===== config.mk =====
export PLATFORM = sky130hd
export DESIGN_NAME = fault_diagnoser
export DESIGN_NICKNAME = d
export VERILOG_FILES = /design/src/rtl/fault_diagnoser.sv
export SDC_FILE = /design/constraint.sdc
export NUM_CORES = 1
export LEC_CHECK = 0
export BUFFER_PORTS_ARGS = -buffer_cell sky130_fd_sc_hd__clkbuf_2
export CORE_UTILIZATION = 35
export CTS_BUF_LIST = sky130_fd_sc_hd__clkbuf_4
export CTS_CLUSTER_DIAMETER = 100
export DETAILED_ROUTE_END_ITERATION = 6
export GPL_TIMING_DRIVEN = 0
export PLACE_DENSITY = 0.68
export SLEW_MARGIN = 20
export SYNTH_ARGS = -nofsm -noshare
export SYNTH_HDL_FRONTEND = slang
export SYNTH_SLANG_ARGS = --single-unit

===== constraint.sdc =====
create_clock -name clk -period 9.32 [get_ports clk]
set_input_delay 0.466 -clock clk [delete_from_list [all_inputs] [get_ports clk]]
set_output_delay 0.466 -clock clk [all_outputs]
set_load 0.01 [all_outputs]

===== src/rtl/fault_diagnoser.sv =====
// Fault-dictionary consumer: collects a pass/fail syndrome over one pattern set,
// then scans the dictionary ROM and streams out every fault index with that syndrome.
module fault_diagnoser #(
    parameter int unsigned TEST_COUNT  = 148,
    parameter int unsigned OUT_WIDTH   = 22,
    parameter int unsigned FAULT_COUNT = 2230,
    parameter int unsigned IDX_W       = 12,
    parameter int unsigned CNT_W       = 8
) (
    input  logic                  clk,
    input  logic                  rst,
    input  logic                  start,
    input  logic                  obs_valid,
    input  logic [OUT_WIDTH-1:0]  obs_out,
    input  logic [OUT_WIDTH-1:0]  exp_out,
    output logic                  dict_rd,
    output logic [IDX_W-1:0]      dict_addr,
    input  logic [TEST_COUNT-1:0] dict_data,
    output logic                  match_valid,
    input  logic                  match_ready,
    output logic [IDX_W-1:0]      match_idx,
    output logic [TEST_COUNT-1:0] syndrome,
    output logic [IDX_W:0]        match_count,
    output logic                  busy,
    output logic                  done,
    output logic                  fault_free
);

    localparam int unsigned MCW = IDX_W + 1;

    typedef enum logic [2:0] {
        IDLE,
        COLLECT,
        READ,
        CMP,
        FIN
    } state_t;

    state_t                state_q, state_d;
    logic [CNT_W-1:0]      cnt_q, cnt_d;
    logic [IDX_W-1:0]      addr_q, addr_d;
    logic [TEST_COUNT-1:0] syndrome_q, syndrome_d;
    logic                  match_valid_q, match_valid_d;
    logic [IDX_W-1:0]      match_idx_q, match_idx_d;
    logic [MCW-1:0]        match_count_q, match_count_d;
    logic                  busy_q, busy_d;
    logic                  done_q, done_d;
    logic                  fault_free_q, fault_free_d;
    logic                  dict_rd_q, dict_rd_d;

    logic hit;
    logic advance;
    logic miss;

    assign hit     = (dict_data == syndrome_q);
    // A hit may only load the output slot once the previous match has left it.
    assign advance = !hit || !match_valid_q || match_ready;
    assign miss    = (obs_out != exp_out);

    // State and datapath registers
    always_ff @(posedge clk) begin
        if (rst) begin
            state_q       <= IDLE;
            cnt_q         <= '0;
            addr_q        <= '0;
            syndrome_q    <= '0;
            match_valid_q <= 1'b0;
            match_idx_q   <= '0;
            match_count_q <= '0;
            busy_q        <= 1'b0;
            done_q        <= 1'b0;
            fault_free_q  <= 1'b0;
            dict_rd_q     <= 1'b0;
        end else begin
            state_q       <= state_d;
            cnt_q         <= cnt_d;
            addr_q        <= addr_d;
            syndrome_q    <= syndrome_d;
            match_valid_q <= match_valid_d;
            match_idx_q   <= match_idx_d;
            match_count_q <= match_count_d;
            busy_q        <= busy_d;
            done_q        <= done_d;
            fault_free_q  <= fault_free_d;
            dict_rd_q     <= dict_rd_d;
        end
    end

    // Next-state and output logic
    always_comb begin
        state_d       = state_q;
        cnt_d         = cnt_q;
        addr_d        = addr_q;
        syndrome_d    = syndrome_q;
        match_valid_d = match_valid_q && !match_ready;
        match_idx_d   = match_idx_q;
        match_count_d = match_count_q;
        busy_d        = busy_q;
        done_d        = done_q;
        fault_free_d  = fault_free_q;
        dict_rd_d     = 1'b0;

        unique case (state_q)
            IDLE: begin
                if (start) begin
                    state_d       = COLLECT;
                    cnt_d         = '0;
                    addr_d        = '0;
                    syndrome_d    = '0;
                    match_count_d = '0;
                    done_d        = 1'b0;
                    fault_free_d  = 1'b0;
                    busy_d        = 1'b1;
                end
            end

            COLLECT: begin
                if (obs_valid) begin
                    for (int unsigned i = 0; i < TEST_COUNT; i++) begin
                        if (CNT_W'(i) == cnt_q) begin
                            syndrome_d[i] = miss;
                        end
                    end
                    cnt_d = cnt_q + CNT_W'(1);
                    if (cnt_q == CNT_W'(TEST_COUNT - 1)) begin
                        if (syndrome_d == '0) begin
                            state_d = FIN;
                        end else begin
                            state_d   = READ;
                            addr_d    = '0;
                            dict_rd_d = 1'b1;
                        end
                    end
                end
            end

            READ: begin
                state_d = CMP;
            end

            CMP: begin
                if (advance) begin
                    if (hit) begin
                        match_valid_d = 1'b1;
                        match_idx_d   = addr_q;
                        match_count_d = match_count_q + MCW'(1);
                    end
                    if (addr_q == IDX_W'(FAULT_COUNT - 1)) begin
                        state_d = FIN;
                    end else begin
                        addr_d    = addr_q + IDX_W'(1);
                        state_d   = READ;
                        dict_rd_d = 1'b1;
                    end
                end
            end

            FIN: begin
                if (!match_valid_q || match_ready) begin
                    state_d      = IDLE;
                    busy_d       = 1'b0;
                    done_d       = 1'b1;
                    fault_free_d = (syndrome_q == '0);
                end
            end

            default: begin
                state_d = IDLE;
            end
        endcase
    end

    assign dict_rd     = dict_rd_q;
    assign dict_addr   = addr_q;
    assign match_valid = match_valid_q;
    assign match_idx   = match_idx_q;
    assign syndrome    = syndrome_q;
    assign match_count = match_count_q;
    assign busy        = busy_q;
    assign done        = done_q;
    assign fault_free  = fault_free_q;

endmodule


* Word-level counts from Yosys, hierarchy flattened *
Index checks and enable logic that the tools add are counted.
W data, S select, Z words.

storage, ports and cells
  bits in registers = 201
  latch bits = 0
  bits in writable memories = 0
  bits in read-only memories = 0
  output and inout bits = 190
  memories kept = 0

cells by class
  add/sub/neg operators = 3
  $mul = 0
  div/mod/pow operators = 0
  $lt $le $gt $ge = 0
  equal/unequal tests = 163
  shift-type cells = 0
  muxes and demuxes = 486
  bitwise logic cells = 0
  reductions and logical operators = 21

operator list
  operator                 count
  $eq A7 B8 Y1 const A     64
  $mux W1                  457
  $logic_not A148 Y1       2
  $mux W148                2
  $pmux W148 S2            1
  $eq A6 B8 Y1 const A     32
  $eq A8 B8 Y1 const A     20
  $eq A148 B148 Y1         1
  $eq A5 B8 Y1 const A     16
  $mux W12                 6
  $eq A4 B8 Y1 const A     8
  $mux W13                 3
  $pmux W12 S3             1
  $eq A3 B8 Y1 const A     4
  $pmux W13 S2             1
  $ne A22 B22 Y1           1
  $mux W3                  7
  $eq A2 B8 Y1 const A     2
  $mux W8                  2
  $ne A2 B2 Y1 const B     8
  $pmux W8 S2              1
  $pmux W3 S5              1
  $add A13 B1 Y13 const B  1
  $add A12 B1 Y12 const B  1
  other kinds (19)         31

* Logic depth before layout (Yosys ltp) *
Gate-level depths: netlist of run 1.

  depth in word-level cells = 9
  gate-level depth with buffers = 15
  depth with buffers taken out = 11

* Worst setup path after synthesis of run 1 *
No wires, ideal clock.

  kind = register to register
  start = register cnt_q[1]
  end = register state_q[2]
  setup time = 0.070 ns
  arrival time = 3.383 ns
  required time = 9.250 ns
  path slack = 5.867 ns
  cell stages (with the launch flop) = 14
  buffers on the path = 2
  cells stage by stage = dfxtp_1 inv_1 ha_1 clkbuf_1 or3b_2 clkbuf_1 o21ai_0 nand4_1 nor3_1 o2111ai_1 or4_1 or4_4 or3b_1 a21oi_1

between the ends
  longest elaborated chain between the ends = 9
  elaborated cells on any way between the ends = 600
  classes of those cells = eq/ne: 149; mux: 448; reduce/logical: 3

ends and longest elaborated chain
  item                                  line  text
  start: declaration                    40    logic [CNT_W-1:0] cnt_q, cnt_d;
  start signal: assignment              76    cnt_q <= cnt_d;
  $eq A1 B8 Y1 (tied with other cells)  120   if (CNT_W'(i) == cnt_q) begin
  $mux W1                               120
  $mux W1                               118   if (obs_valid) begin
  $mux W1                               103   unique case (state_q)
  $logic_not A148 Y1                    126   if (syndrome_d == '0) begin
  $mux W3                               126
  $mux W3                               125   if (cnt_q == CNT_W'(TEST_COUNT - 1)) begin
  $mux W3                               118
  $pmux W3 S5                           103
  end signal: assignment                75    state_q <= state_d;
  end: declaration                      39    state_t state_q, state_d;

Several ways; a longest one is shown, not always the timed one. The select of a mux whose other input is x is not followed.
A chain may end at the register's enable or synchronous reset.

* Worst setup path after layout of run 1 *
  start = register cnt_q[0]
  end = register addr_q[3] (netlist: dict_addr[3])

between the ends
  longest elaborated chain between the ends = 7
  elaborated cells on any way between the ends = 597
  classes of those cells = eq/ne: 150; mux: 444; reduce/logical: 3

ends and longest elaborated chain
  item                                  line  text
  $eq A1 B8 Y1 (tied with other cells)  120
  $mux W1                               120
  $mux W1                               118
  $mux W1                               103
  $logic_not A148 Y1                    126
  $ne A2 B2 Y1 (no line)                --
  $reduce_and A7 Y1 (no line) *         --
  end signal: assignment                77    addr_q <= addr_d;
  end: declaration                      41    logic [IDX_W-1:0] addr_q, addr_d;

Every way passes the cells marked *; elsewhere a longest branch is shown, timed or not. The select of a mux whose other input is x is not followed.

==> impl_metrics.py, run 1 <==
metrics = {
    "clocking": {
        "buffer_type_at_the_clock_tree_root": "clkbuf_4",
        "numClockSinks": 201,
        "h_tree_depth_reported_by_cts": 2,
        "clock_transition_at_the_registers_of_the_reported_paths_ns": 0.07,
        "clk_latency_ns": 0.81,
        "cts_post_setup_buffers_inserted": 0,
        "post_cts.resized_instances": 0,
        "cts_max_path_buffers": 3,
        "tritoncts_clock_tree": "built",
        "tritoncts.num_buffers": 54,
        "hold_buffers_post_cts": 0,
    },
    "outcome": {
        "outcome": "finished clean",
    },
    "route": {
        "first_iter_violations": 2289,
        "drt.antenna.violating_nets": 0,
        "num_vias": 18400,
        "drt_drc_violations_left": 0,
        "drt-vias-per-instance": 6.335,
        "drt-pass1-iter-count": 7,
        "route.final.wire_length_um": 94070,
        "routedWlPerCell_um": 32.39,
    },
    "synthesis": {
        "main_area_contributors_after_synthesis": "dfxtp_1, o21ai_0, xor2_1, nor2_1, a21oi_1",
        "async_flop_share": 0,
        "ys_types": 73,
        "syn-cell-area_um2": 13710,
        "yosys.cell_count.top_type": "nor2_1",
        "synthesis.instances": 1902,
        "synth_top_cell_area_share": 0.2935,
        "warnings_synthesis": 0,
        "synth.top_cells.by_count": "nor2_1, o21ai_0, dfxtp_1",
        "synth_seq_cells": 201,
        "postSynthNetCount": 2106,
        "yosys.area.top_type": "dfxtp_1",
        "synthesis.area_per_instance_um2": 7.209,
        "synth_enable_flop_cells": 0,
        "synthFlopType": "dfxtp_1",
        "synth_sequential_area_ratio": 0.2935,
    },
    "critical_path": {
        "crit_path_max_fanout": 10,
        "rr_startpoint": "cnt_q[0]$_SDFFE_PP0P_",
        "worstSetupPathType": "flop to flop",
        "cp-startpoint": "cnt_q[0]$_SDFFE_PP0P_",
        "worstRegToRegCells": 14,
        "worst_ep_arrival_time_ns": 6.44,
        "crit_path_start_kind": "flop",
        "cp-end-kind": "flop",
        "worst_setup_path_endpoint": "dict_addr[3]$_SDFFE_PP0P_",
        "ff2ff_setup_slack_ns": 3.60,
        "cp.required_ns": 10.04,
        "worstReg2RegEnd": "dict_addr[3]$_SDFFE_PP0P_",
    },
    "timing": {
        "rsz0062_at_grt": "false",
        "max_slew.worst_pin.slew_ns": 1.258,
        "time_the_worst_path_needs_with_i_o_delays_and_setup_ns": 5.723,
        "fmaxAchievable_ghz": 0.1747,
        "finalMaxSlewViolations": 0,
        "setup_viol_count_final": 0,
        "post-route-period-util": 0.6141,
        "setup_tns_ns": 0,
        "hold_violations": 0,
        "final.setup_skew_ns": 0.03126,
        "max_slew_margin": 0.1583,
    },
    "finish": {
        "post_route_cells_drive_above_1_share": 0.2136,
        "multi_input_area_um2": 8982,
        "fin_cells": 2904,
        "number_of_filler_instances_in_the_final_layout": 4031,
        "regArea_um2": 4024,
        "flow.area_growth_from_synthesis_pct": 24.51,
        "fin_nets": 2549,
    },
    "global_route": {
        "initial_antenna_violation_count": 4,
        "number_of_global_route_vias_before_repair": 16610,
        "grt_start_max_net_pins": 17,
        "groute.usage.overall": 0.4605,
        "grt_first_pass_wirelength_um": 127000,
        "global_route.overflow_total": 0,
    },
    "die": {
        "number_of_cell_rows": 72,
        "die_height_um": 199.9,
        "die_x_um": 199.9,
        "initial_utilization": 0.3548,
        "die-area_um2": 39970,
        "pin_count": 387,
        "core_region_area_um2": 38650,
    },
    "min_path": {
        "min_delay_path_depth": 4,
        "min_path_type": "input port to flop",
    },
    "power_and_ir_drop": {
        "power.leakage_uw": 0.006952,
        "cellPowerDensity_nw_per_um2": 119.9,
        "ir_drop_v": 0.00009188,
    },
    "place": {
        "globalplace.congestion": 1.062,
        "port-buffer-count": 385,
        "dp_hpwl_um": 71550,
        "placed_cells": 2807,
    },
    "flow_run": {
        "max-cap-violations": 0,
    },
}
## worst max-delay path: stages, from the launching register on
cell and delay, ns:
dfxtp_1 0.45, inv_1 0.12, ha_1 0.26, clkbuf_1 0.32, nand3_1 0.46, clkbuf_1 0.98
o22ai_1 0.32, nor4_1 0.83, a22oi_1 0.15, o31ai_1 0.34, nand4_1 0.17, nor4_1 0.43
a21oi_1 0.19, clkbuf_1 0.28, a211oi_1 0.30
## cells in the final DEF (no fill, tap or decap), types with 42 or more instances in the layout
cell	n
nor4_1	85
a22oi_1	87
nand2_1	96
xor2_1	126
nor2_1	269
xnor2_1	52
a21oi_1	189
clkbuf_2	385
nand4_1	47
clkbuf_1	135
clkbuf_4	75
dfxtp_1	201
nor3_1	42
o21ai_0	222
## flip-flops by register name, summed over array words and instances (netlist names)
signal / flops
busy: 1
cnt_q: 8
dict_addr: 12
dict_rd: 1
done: 1
fault_free: 1
match_count: 13
match_idx: 12
match_valid: 1
state_q: 3
syndrome: 148
## worst min path at each step
stage	startpoint	end
detailed placement	done$_SDFFE_PP0P_	done$_SDFFE_PP0P_
global placement	done$_SDFFE_PP0P_	done$_SDFFE_PP0P_
floorplan	done$_SDFFE_PP0P_	done$_SDFFE_PP0P_
finish	start	done$_SDFFE_PP0P_
CTS	start	done$_SDFFE_PP0P_
global route	start	done$_SDFFE_PP0P_
## power by group
group	internal [µW]	switching [µW]	leakage, µW
Clock	429	420	0.000415
Sequential	862	4.34	0.00162
Combinational	101	230	0.00492
Total	1390	655	0.00695
## cell families after synthesis
logic type,synth area share
xor gates and xnor gates,0.1137
DFF,0.2935
buffers and inverters,0.05594
adders and majority gates,0.006387
muxes,0.01095
AOI/OAI and AO/OA,0.2633
and+or+nand+nor,0.2563
## stage by stage
step / cell area [µm²] / total power [µW] / util / hold slack [ns] / setup WS (ns)
after floorplan: 13710 / 1057 / - / 0.4805 / 5.867
after global placement: 16290 / 1197 / 0.4214 / 0.4452 / 3.896
after detailed placement: 16350 / 1204 / 0.4232 / 0.4591 / 3.880
after CTS: 17060 / 2042 / 0.4414 / 0.1094 / 3.853
after global routing: 17070 / 2120 / 0.4417 / 0.1648 / 3.638
final: 17070 / 2047 / 0.4418 / 0.1750 / 3.597
## area by class of cell
type | count | share of cell area
inverters | 30 | 0.006596
multi-input cells | 1509 | 0.5261
clock inverters | 19 | 0.008281
clock buffers | 75 | 0.03298
plain buffers | 162 | 0.03833
well taps | 518 | 0.03796
repair buffers | 387 | 0.1136
diodes | 3 | 0.0004397
flip-flops and latches | 201 | 0.2357
## routing by layer
| metal | global-route usage | wire length (µm) |
|---|---|---|
| met1 | 0.5794 | 36980 |
| met2 | 0.6840 | 39240 |
| met3 | 0.1159 | 10260 |
| met4 | 0.3297 | 7578 |
| met5 | 0 | 12 |
(Power assumes the default switching activity.)
==> run 2, diff against run 1 <==
--- a/config.mk
+++ b/config.mk
@@ -5,6 +5,7 @@
 export SDC_FILE = /design/constraint.sdc
 export NUM_CORES = 1
 export LEC_CHECK = 0
+export ABC_AREA = 1
 export BUFFER_PORTS_ARGS = -buffer_cell sky130_fd_sc_hd__clkbuf_2
 export CORE_UTILIZATION = 35
 export CTS_BUF_LIST = sky130_fd_sc_hd__clkbuf_4
==> constraint.sdc (replaced) <==
create_clock -name clk -period 5.34 [get_ports clk]
set_input_delay 0.267 -clock clk [delete_from_list [all_inputs] [get_ports clk]]
set_output_delay 0.267 -clock clk [all_outputs]
set_load 0.01 [all_outputs]
==> run 2 against run 1 <==
Compared with the run above: combinational power increased to 4.6 times the previous value; synthesized cell count increased by 21%; wire length decreased by 19%; worst hold slack improved by 0.070 ns; sequential power increased by 92%; register-to-register slack got worse by 2.4 ns; cell count increased by 14%; clock skew increased by 0.0082 ns; global-route usage decreased by 9.7 points; fmax increased by 38%.
==> impl_metrics.py, run 2 <==
metrics = {
    "synthesis": {
        "synth_top_cell_area_share": 0.2887,
        "synthesis.instances": 2297,
        "combinational_family_with_the_most_area_after_synthesis": "simple AND/OR/NAND/NOR gates",
        "xor_xnor_portion_of_the_synthesized_cell_area": 0.07730,
        "syn-cell-area_um2": 13940,
        "synth_compound_area_frac": 0.1481,
        "postSynthNetCount": 2501,
        "synthFlopType": "dfxtp_1",
        "yosys.area.top_type": "dfxtp_1",
        "synthesis.area_per_instance_um2": 6.068,
        "yosys.area_share.adder": 0.006284,
        "warnings_synthesis": 0,
        "ys_types": 36,
        "synth_sequential_area_ratio": 0.2887,
        "async_flop_share": 0,
        "synth_seq_cells": 201,
        "synth_simple_gate_area_share": 0.3595,
        "yosys.cell_count.top_type": "nor2_1",
        "synth_mux_area_frac": 0.001436,
        "synth_enable_flop_cells": 0,
        "synth.top_cells.by_count": "nor2_1, nand2_1, inv_1",
        "main_area_contributors_after_synthesis": "dfxtp_1, nor2_1, nand2_1, inv_1, a21oi_1",
    },
    "die": {
        "die_height_um": 201.6,
        "die_x_um": 201.6,
        "initial_utilization": 0.3581,
        "die-area_um2": 40620,
        "pin_count": 387,
        "number_of_cell_rows": 72,
        "core_region_area_um2": 38920,
    },
    "timing": {
        "setup_viol_count_final": 0,
        "max_slew.worst_pin.slew_ns": 1.105,
        "rsz0062_at_grt": "false",
        "hold_violations": 0,
        "fmaxAchievable_ghz": 0.2403,
        "setup_tns_ns": 0,
        "post-route-period-util": 0.7792,
        "finalMaxSlewViolations": 0,
        "max_slew_margin": 0.2631,
        "final.setup_skew_ns": 0.03949,
        "time_the_worst_path_needs_with_i_o_delays_and_setup_ns": 4.161,
    },
    "min_path": {
        "min_path_type": "input port to flop",
        "min_delay_path_depth": 8,
    },
    "clocking": {
        "buffer_type_at_the_clock_tree_root": "clkbuf_4",
        "clk_latency_ns": 0.86,
        "clock_transition_at_the_registers_of_the_reported_paths_ns": 0.07,
        "tritoncts_clock_tree": "built",
        "hold_buffers_post_cts": 4,
        "tritoncts.num_buffers": 60,
        "numClockSinks": 201,
        "cts_max_path_buffers": 3,
        "post_cts.resized_instances": 0,
        "h_tree_depth_reported_by_cts": 2,
        "cts_post_setup_buffers_inserted": 0,
    },
    "finish": {
        "number_of_filler_instances_in_the_final_layout": 4315,
        "fin_nets": 2953,
        "layout.cells.most_common_list": "nor2_1, nand2_1, clkbuf_2, inv_1, dfxtp_1",
        "final_common_cell": "nor2_1",
        "flow.area_growth_from_synthesis_pct": 24.47,
        "post_route_cells_drive_above_1_share": 0.2015,
        "largest_reg_flops": 148,
    },
    "critical_path": {
        "cp.required_ns": 6.07,
        "worstRegToRegCells": 18,
        "worstSetupPathType": "flop to flop",
        "rr_startpoint": "cnt_q[2]$_SDFFE_PP0P_",
        "worst_setup_path_endpoint": "dict_addr[10]$_SDFFE_PP0P_",
        "worstReg2RegEnd": "dict_addr[10]$_SDFFE_PP0P_",
        "crit_path_max_fanout": 10,
        "worst_ep_arrival_time_ns": 4.89,
        "crit_path_start_kind": "flop",
        "cp-end-kind": "flop",
        "cp-startpoint": "cnt_q[2]$_SDFFE_PP0P_",
        "ff2ff_setup_slack_ns": 1.18,
    },
    "power_and_ir_drop": {
        "cellPowerDensity_nw_per_um2": 274.8,
        "power.leakage_uw": 0.007661,
        "post-layout-total-power_uw": 4767,
        "ir_drop_v": 0.0001196,
    },
    "place": {
        "globalplace.congestion": 1.038,
        "dp_hpwl_um": 59400,
        "port-buffer-count": 386,
    },
    "route": {
        "drt_drc_violations_left": 0,
        "drt-pass1-iter-count": 6,
        "route.final.wire_length_um": 75980,
        "first_iter_violations": 1785,
        "routedWlPerCell_um": 22.88,
        "drt.antenna.violating_nets": 0,
        "met2RoutedLength_um": 32880,
        "wl_met1_um": 29730,
        "num_vias": 18090,
        "met3WireLength_um": 8224,
        "topRoutingLayerUsed": "met5",
        "drt-vias-per-instance": 5.448,
    },
    "global_route": {
        "groute.usage.overall": 0.3638,
        "grt_first_pass_wirelength_um": 108200,
        "number_of_global_route_vias_before_repair": 16610,
        "global_route.overflow_total": 0,
        "initial_antenna_violation_count": 4,
        "grt_start_max_net_pins": 17,
    },
    "outcome": {
        "outcome": "finished clean",
    },
    "flow_run": {
        "max-cap-violations": 0,
    },
}
run 2: cells by family (layout without fill, tap and decap cells):
kind of cell | after synthesis | count (layout)
buf+inv | 422 | 924
mux | 2 | 2
other cells | 0 | 4
flops | 201 | 201
xor+xnor | 123 | 123
simple gates | 1166 | 1166
compound gates | 376 | 376
fa+ha+maj | 7 | 7
run 2: power breakdown:
part / total, µW / switching [µW] / leakage, µW / internal [µW]
combinational: 1520 / 1120 / 0.00558 / 396
clock: 1590 / 795 / 0.000460 / 795
sequential: 1660 / 93.4 / 0.00162 / 1570
total: 4770 / 2010 / 0.00766 / 2760
run 2: metrics by stage:
| step | hold slack, ns | cell area (µm²) | worst slack (ns) | cells | utilization |
|---|---|---|---|---|---|
| floorplan | 0.4651 | 13940 | 2.801 | 2297 | - |
| global placement | 0.4325 | 16520 | 1.366 | 3201 | 0.4244 |
| detailed placement | 0.4386 | 16520 | 1.337 | 3201 | 0.4244 |
| CTS | 0.2165 | 17340 | 1.324 | 3317 | 0.4455 |
| global route | 0.3055 | 17340 | 1.021 | 3319 | 0.4456 |
| finish | 0.2445 | 17350 | 1.179 | 3321 | 0.4458 |
run 2: layout make-up:
| class | count | area [µm²] | share of cell area |
|---|---|---|---|
| Buffer | 101 | 447.9 | 0.02582 |
| Clock buffer | 87 | 653.1 | 0.03765 |
| Timing Repair Buffer | 390 | 1972 | 0.1137 |
| Inverter | 321 | 1205 | 0.06946 |
| Sequential cell | 201 | 4024 | 0.2320 |
| Antenna cell | 4 | 10.01 | 0.0005770 |
| Clock inverter | 25 | 127.6 | 0.007357 |
| Multi-Input combinational cell | 1674 | 8260 | 0.4762 |
| Tap cell | 518 | 648.1 | 0.03736 |
run 2: how the worst min path moves through the flow:
| stage | start | to | slack [ns] |
|---|---|---|---|
| after floorplan | busy$_SDFFE_PP0P_ | busy$_SDFFE_PP0P_ | 0.47 |
| after global placement | match_idx[5]$_SDFFE_PP0P_ | match_idx[5]$_SDFFE_PP0P_ | 0.43 |
| after detailed placement | match_idx[4]$_SDFFE_PP0P_ | match_idx[4]$_SDFFE_PP0P_ | 0.44 |
| after CTS | obs_out[19] | syndrome[72]$_SDFFE_PP0P_ | 0.22 |
| after global routing | obs_out[18] | syndrome[60]$_SDFFE_PP0P_ | 0.31 |
| final | obs_out[18] | syndrome[77]$_SDFFE_PP0P_ | 0.24 |
run 2: worst max-delay path, cell delays in order, from the launching register on:
cell,delay [ns]
dfxtp_1,0.31
buf_2,0.17
nor2_1,0.11
nand2_1,0.21
clkbuf_1,0.75
nor2_1,0.15
a21oi_1,0.59
nand2_1,0.10
nor2_1,0.20
nand2_1,0.13
nor2_1,0.12
nand2_1,0.09
nor2_2,0.29
nand4_4,0.28
nand3_4,0.20
buf_6,0.17
nand2_1,0.05
nand2_1,0.06
nor2_1,0.05
run 2: routing by layer:
layer,GRT usage,vias up
met1,0.4592,8346
met2,0.5640,1103
met5,0,-
met4,0.2148,4
li1,-,8390
met3,0.08422,250
==> run 3, diff against run 2 <==
--- a/config.mk
+++ b/config.mk
@@ -5,14 +5,14 @@
 export SDC_FILE = /design/constraint.sdc
 export NUM_CORES = 1
 export LEC_CHECK = 0
-export ABC_AREA = 1
+export ABC_AREA = 0
 export BUFFER_PORTS_ARGS = -buffer_cell sky130_fd_sc_hd__clkbuf_2
 export CORE_UTILIZATION = 35
 export CTS_BUF_LIST = sky130_fd_sc_hd__clkbuf_4
 export CTS_CLUSTER_DIAMETER = 100
 export DETAILED_ROUTE_END_ITERATION = 6
 export GPL_TIMING_DRIVEN = 0
-export PLACE_DENSITY = 0.68
+export PLACE_DENSITY = 0.71
 export SLEW_MARGIN = 20
 export SYNTH_ARGS = -nofsm -noshare
 export SYNTH_HDL_FRONTEND = slang
==> constraint.sdc (replaced) <==
create_clock -name clk -period 3.8 [get_ports clk]
set_input_delay 0.19 -clock clk [delete_from_list [all_inputs] [get_ports clk]]
set_output_delay 0.19 -clock clk [all_outputs]
set_load 0.01 [all_outputs]
==> run 3 against run 2 <==
Compared with the run above: the flow now finishes with violations (setup timing); wire length increased by 25%; clock skew increased by 0.060 ns; worst hold slack got worse by 0.22 ns; global-route usage grew 10 points; power grew 8.9%; clock-buffer cell count down 4; cell count decreased by 11%; sequential share of layout area decreased by 0.91 points; fmax rose by 6.1%; via count grew 4.2%; non-clock buffer count increased by 89; critical endpoint is now state_q[2]$_SDFFE_PP0P_; largest cell class unchanged; highest routed layer is now met4.
==> impl_metrics.py, run 3 (synthesis results as in run 1) <==
metrics = {
    "outcome": {
        "outcome": "finished with violations",
        "violations": "setup timing",
    },
    "place": {
        "placed_cells": 2806,
        "dp_hpwl_um": 71720,
        "globalplace.congestion": 1.112,
        "port-buffer-count": 385,
        "placed_cell_area_um2": 16340,
    },
    "power_and_ir_drop": {
        "cellPowerDensity_nw_per_um2": 285.6,
        "power.leakage_uw": 0.007460,
        "post-layout-total-power_uw": 5194,
        "ir_drop_v": 0.0002338,
    },
    "route": {
        "drt-pass1-iter-count": 7,
        "first_iter_violations": 2622,
        "drt.antenna.violating_nets": 0,
        "drt-vias-per-instance": 6.399,
        "routedWlPerCell_um": 32.27,
        "route.final.wire_length_um": 95080,
        "num_vias": 18850,
        "drt_drc_violations_left": 0,
    },
    "global_route": {
        "number_of_global_route_vias_before_repair": 16850,
        "initial_antenna_violation_count": 5,
        "global_route.overflow_total": 0,
        "groute.usage.overall": 0.4641,
        "grt_start_max_net_pins": 16,
        "grt_first_pass_wirelength_um": 127700,
    },
    "finish": {
        "number_of_filler_instances_in_the_final_layout": 3988,
        "post_route_cells_drive_above_1_share": 0.2749,
        "layout.cells.most_common_list": "clkbuf_2, nor2_1, o21ai_0, dfxtp_1, a21oi_1",
        "fin_cells": 2946,
        "flow.area_growth_from_synthesis_pct": 32.61,
        "largest_reg_flops": 148,
        "finalInstanceArea_um2": 18180,
        "final_common_cell": "clkbuf_2",
        "fin_nets": 2582,
    },
    "critical_path": {
        "worstSetupPathType": "flop to flop",
        "critPathMaxStageDelay_ns": 0.62,
        "cp-end-kind": "flop",
        "rr_startpoint": "cnt_q[6]$_SDFFE_PP0P_",
        "crit_path_max_fanout": 10,
        "cp-startpoint": "cnt_q[6]$_SDFFE_PP0P_",
        "cp.required_ns": 4.54,
        "cp_cell_sequence": "buf_6 -> or4_4 -> buf_12 -> o21ai_1 -> nand4_1 -> nor4_4 -> o2111ai_2 -> or4_4 -> or4_4 -> or3b_1 -> a21oi_1",
        "worst_ep_arrival_time_ns": 4.66,
        "worst_path_max_delay_cell": "or4_4",
        "critical_path.most_common_cell": "or4_4",
        "crit_path_start_kind": "flop",
    },
    "timing": {
        "hold_violations": 0,
        "finalMaxSlewViolations": 0,
        "max_slew.worst_pin.slew_ns": 1.206,
        "timing.final.ws_setup_ns": -0.1211,
        "fmaxAchievable_ghz": 0.2550,
        "time_the_worst_path_needs_with_i_o_delays_and_setup_ns": 3.921,
        "setup_viol_count_final": 4,
        "fin_hold_ws_ns": 0.02416,
        "post-route-period-util": 1.032,
        "rsz0062_at_grt": "true",
        "max_slew_margin": 0.1961,
        "final.setup_skew_ns": 0.09992,
    },
    "clocking": {
        "clock_transition_at_the_registers_of_the_reported_paths_ns": 0.07,
        "buffer_type_at_the_clock_tree_root": "clkbuf_4",
        "tritoncts.num_buffers": 56,
        "h_tree_depth_reported_by_cts": 2,
        "clk_latency_ns": 0.87,
        "tritoncts_clock_tree": "built",
        "numClockSinks": 201,
        "cts_max_path_buffers": 3,
    },
    "min_path": {
        "holdCritStartpoint": "rst",
        "min_path_type": "input port to flop",
    },
    "die": {
        "number_of_cell_rows": 72,
        "pin_count": 387,
        "core_region_area_um2": 38650,
        "die_height_um": 199.9,
        "initial_utilization": 0.3548,
        "die-area_um2": 39970,
        "die_x_um": 199.9,
    },
    "flow_run": {
        "max-cap-violations": 0,
    },
}
==> run 3: cell count changes in the layout (fill, tap and decap cells not counted), moves of 23 or more <==
cell     change
nor3_1      +25
xnor2_1     -23
a22oi_1     +86
inv_1      -278
o22ai_1     -82
nand4_1     -48
buf_4       +45
o21ai_0    +138
nand2_1    -316
xor2_1      +78
nand3_1     -38
nor2_1     -206
or2_2       -33
==> run 3: stage by stage <==
step	utilization	TNS, ns	setup slack (ns)
floorplan	-	0	0.3468
global placement	0.4214	-43.71	-1.490
detailed placement	0.4228	-43.07	-1.444
CTS	0.4657	-0.01108	-0.01108
global route	0.4703	-0.1118	-0.08080
finish	0.4705	-0.2476	-0.1211
==> run 3: worst paths after layout <==
| path | to | slack, ns | cells after the start |
|---|---|---|---|
| worst min register to register | done$_SDFFE_PP0P_ | 0.48 | 2 |
| worst max-delay path | state_q[2]$_SDFFE_PP0P_ | -0.12 | 11 |
| worst min-delay path | match_idx[0]$_SDFFE_PP0P_ | 0.02 | 3 |
| worst max register to register | state_q[2]$_SDFFE_PP0P_ | -0.12 | 11 |
==> run 3: power breakdown <==
group / internal (µW) / switching, µW
logic: 272 / 583
registers: 2110 / 11.8
clock network: 1140 / 1080
total: 3520 / 1670
==> run 3: area by class of cell <==
class / instances / area [µm²] / share of cell area
multi-input cells: 1509 / 9429 / 0.5185
flip-flops and latches: 201 / 4051 / 0.2228
repair buffers: 429 / 2287 / 0.1258
plain buffers: 151 / 878.3 / 0.04830
well taps: 518 / 648.1 / 0.03564
clock buffers: 83 / 623.1 / 0.03427
clock inverters: 20 / 135.1 / 0.007431
inverters: 30 / 118.9 / 0.006537
diodes: 5 / 12.51 / 0.0006881
==> run 3: layer usage <==
layer	up-vias	track usage	routed length, µm
li1	7954	-	-
met3	359	0.1312	11090
met1	9072	0.5764	36280
met4	0	0.3511	7714
met5	-	0	0
met2	1466	0.6793	39990
==> run 3: worst max-delay path, delay by kind of cell (launching register included) <==
kind / cells / cell delay, ns
and+or+nand+nor: 6 / 2.66
AOI/OAI and AO/OA: 3 / 0.47
DFF: 1 / 0.37
buffers and inverters: 2 / 0.30
==> run 3: what timing repair did <==
item,4_1_cts,5_1_grt
gates resized for setup,181,57
setup buffers,35,4
hold endpoints to repair,10,0
endpoints found under the setup margin,43,56
pin swaps,30,15
gates cloned,0,0
hold buffers,4,0
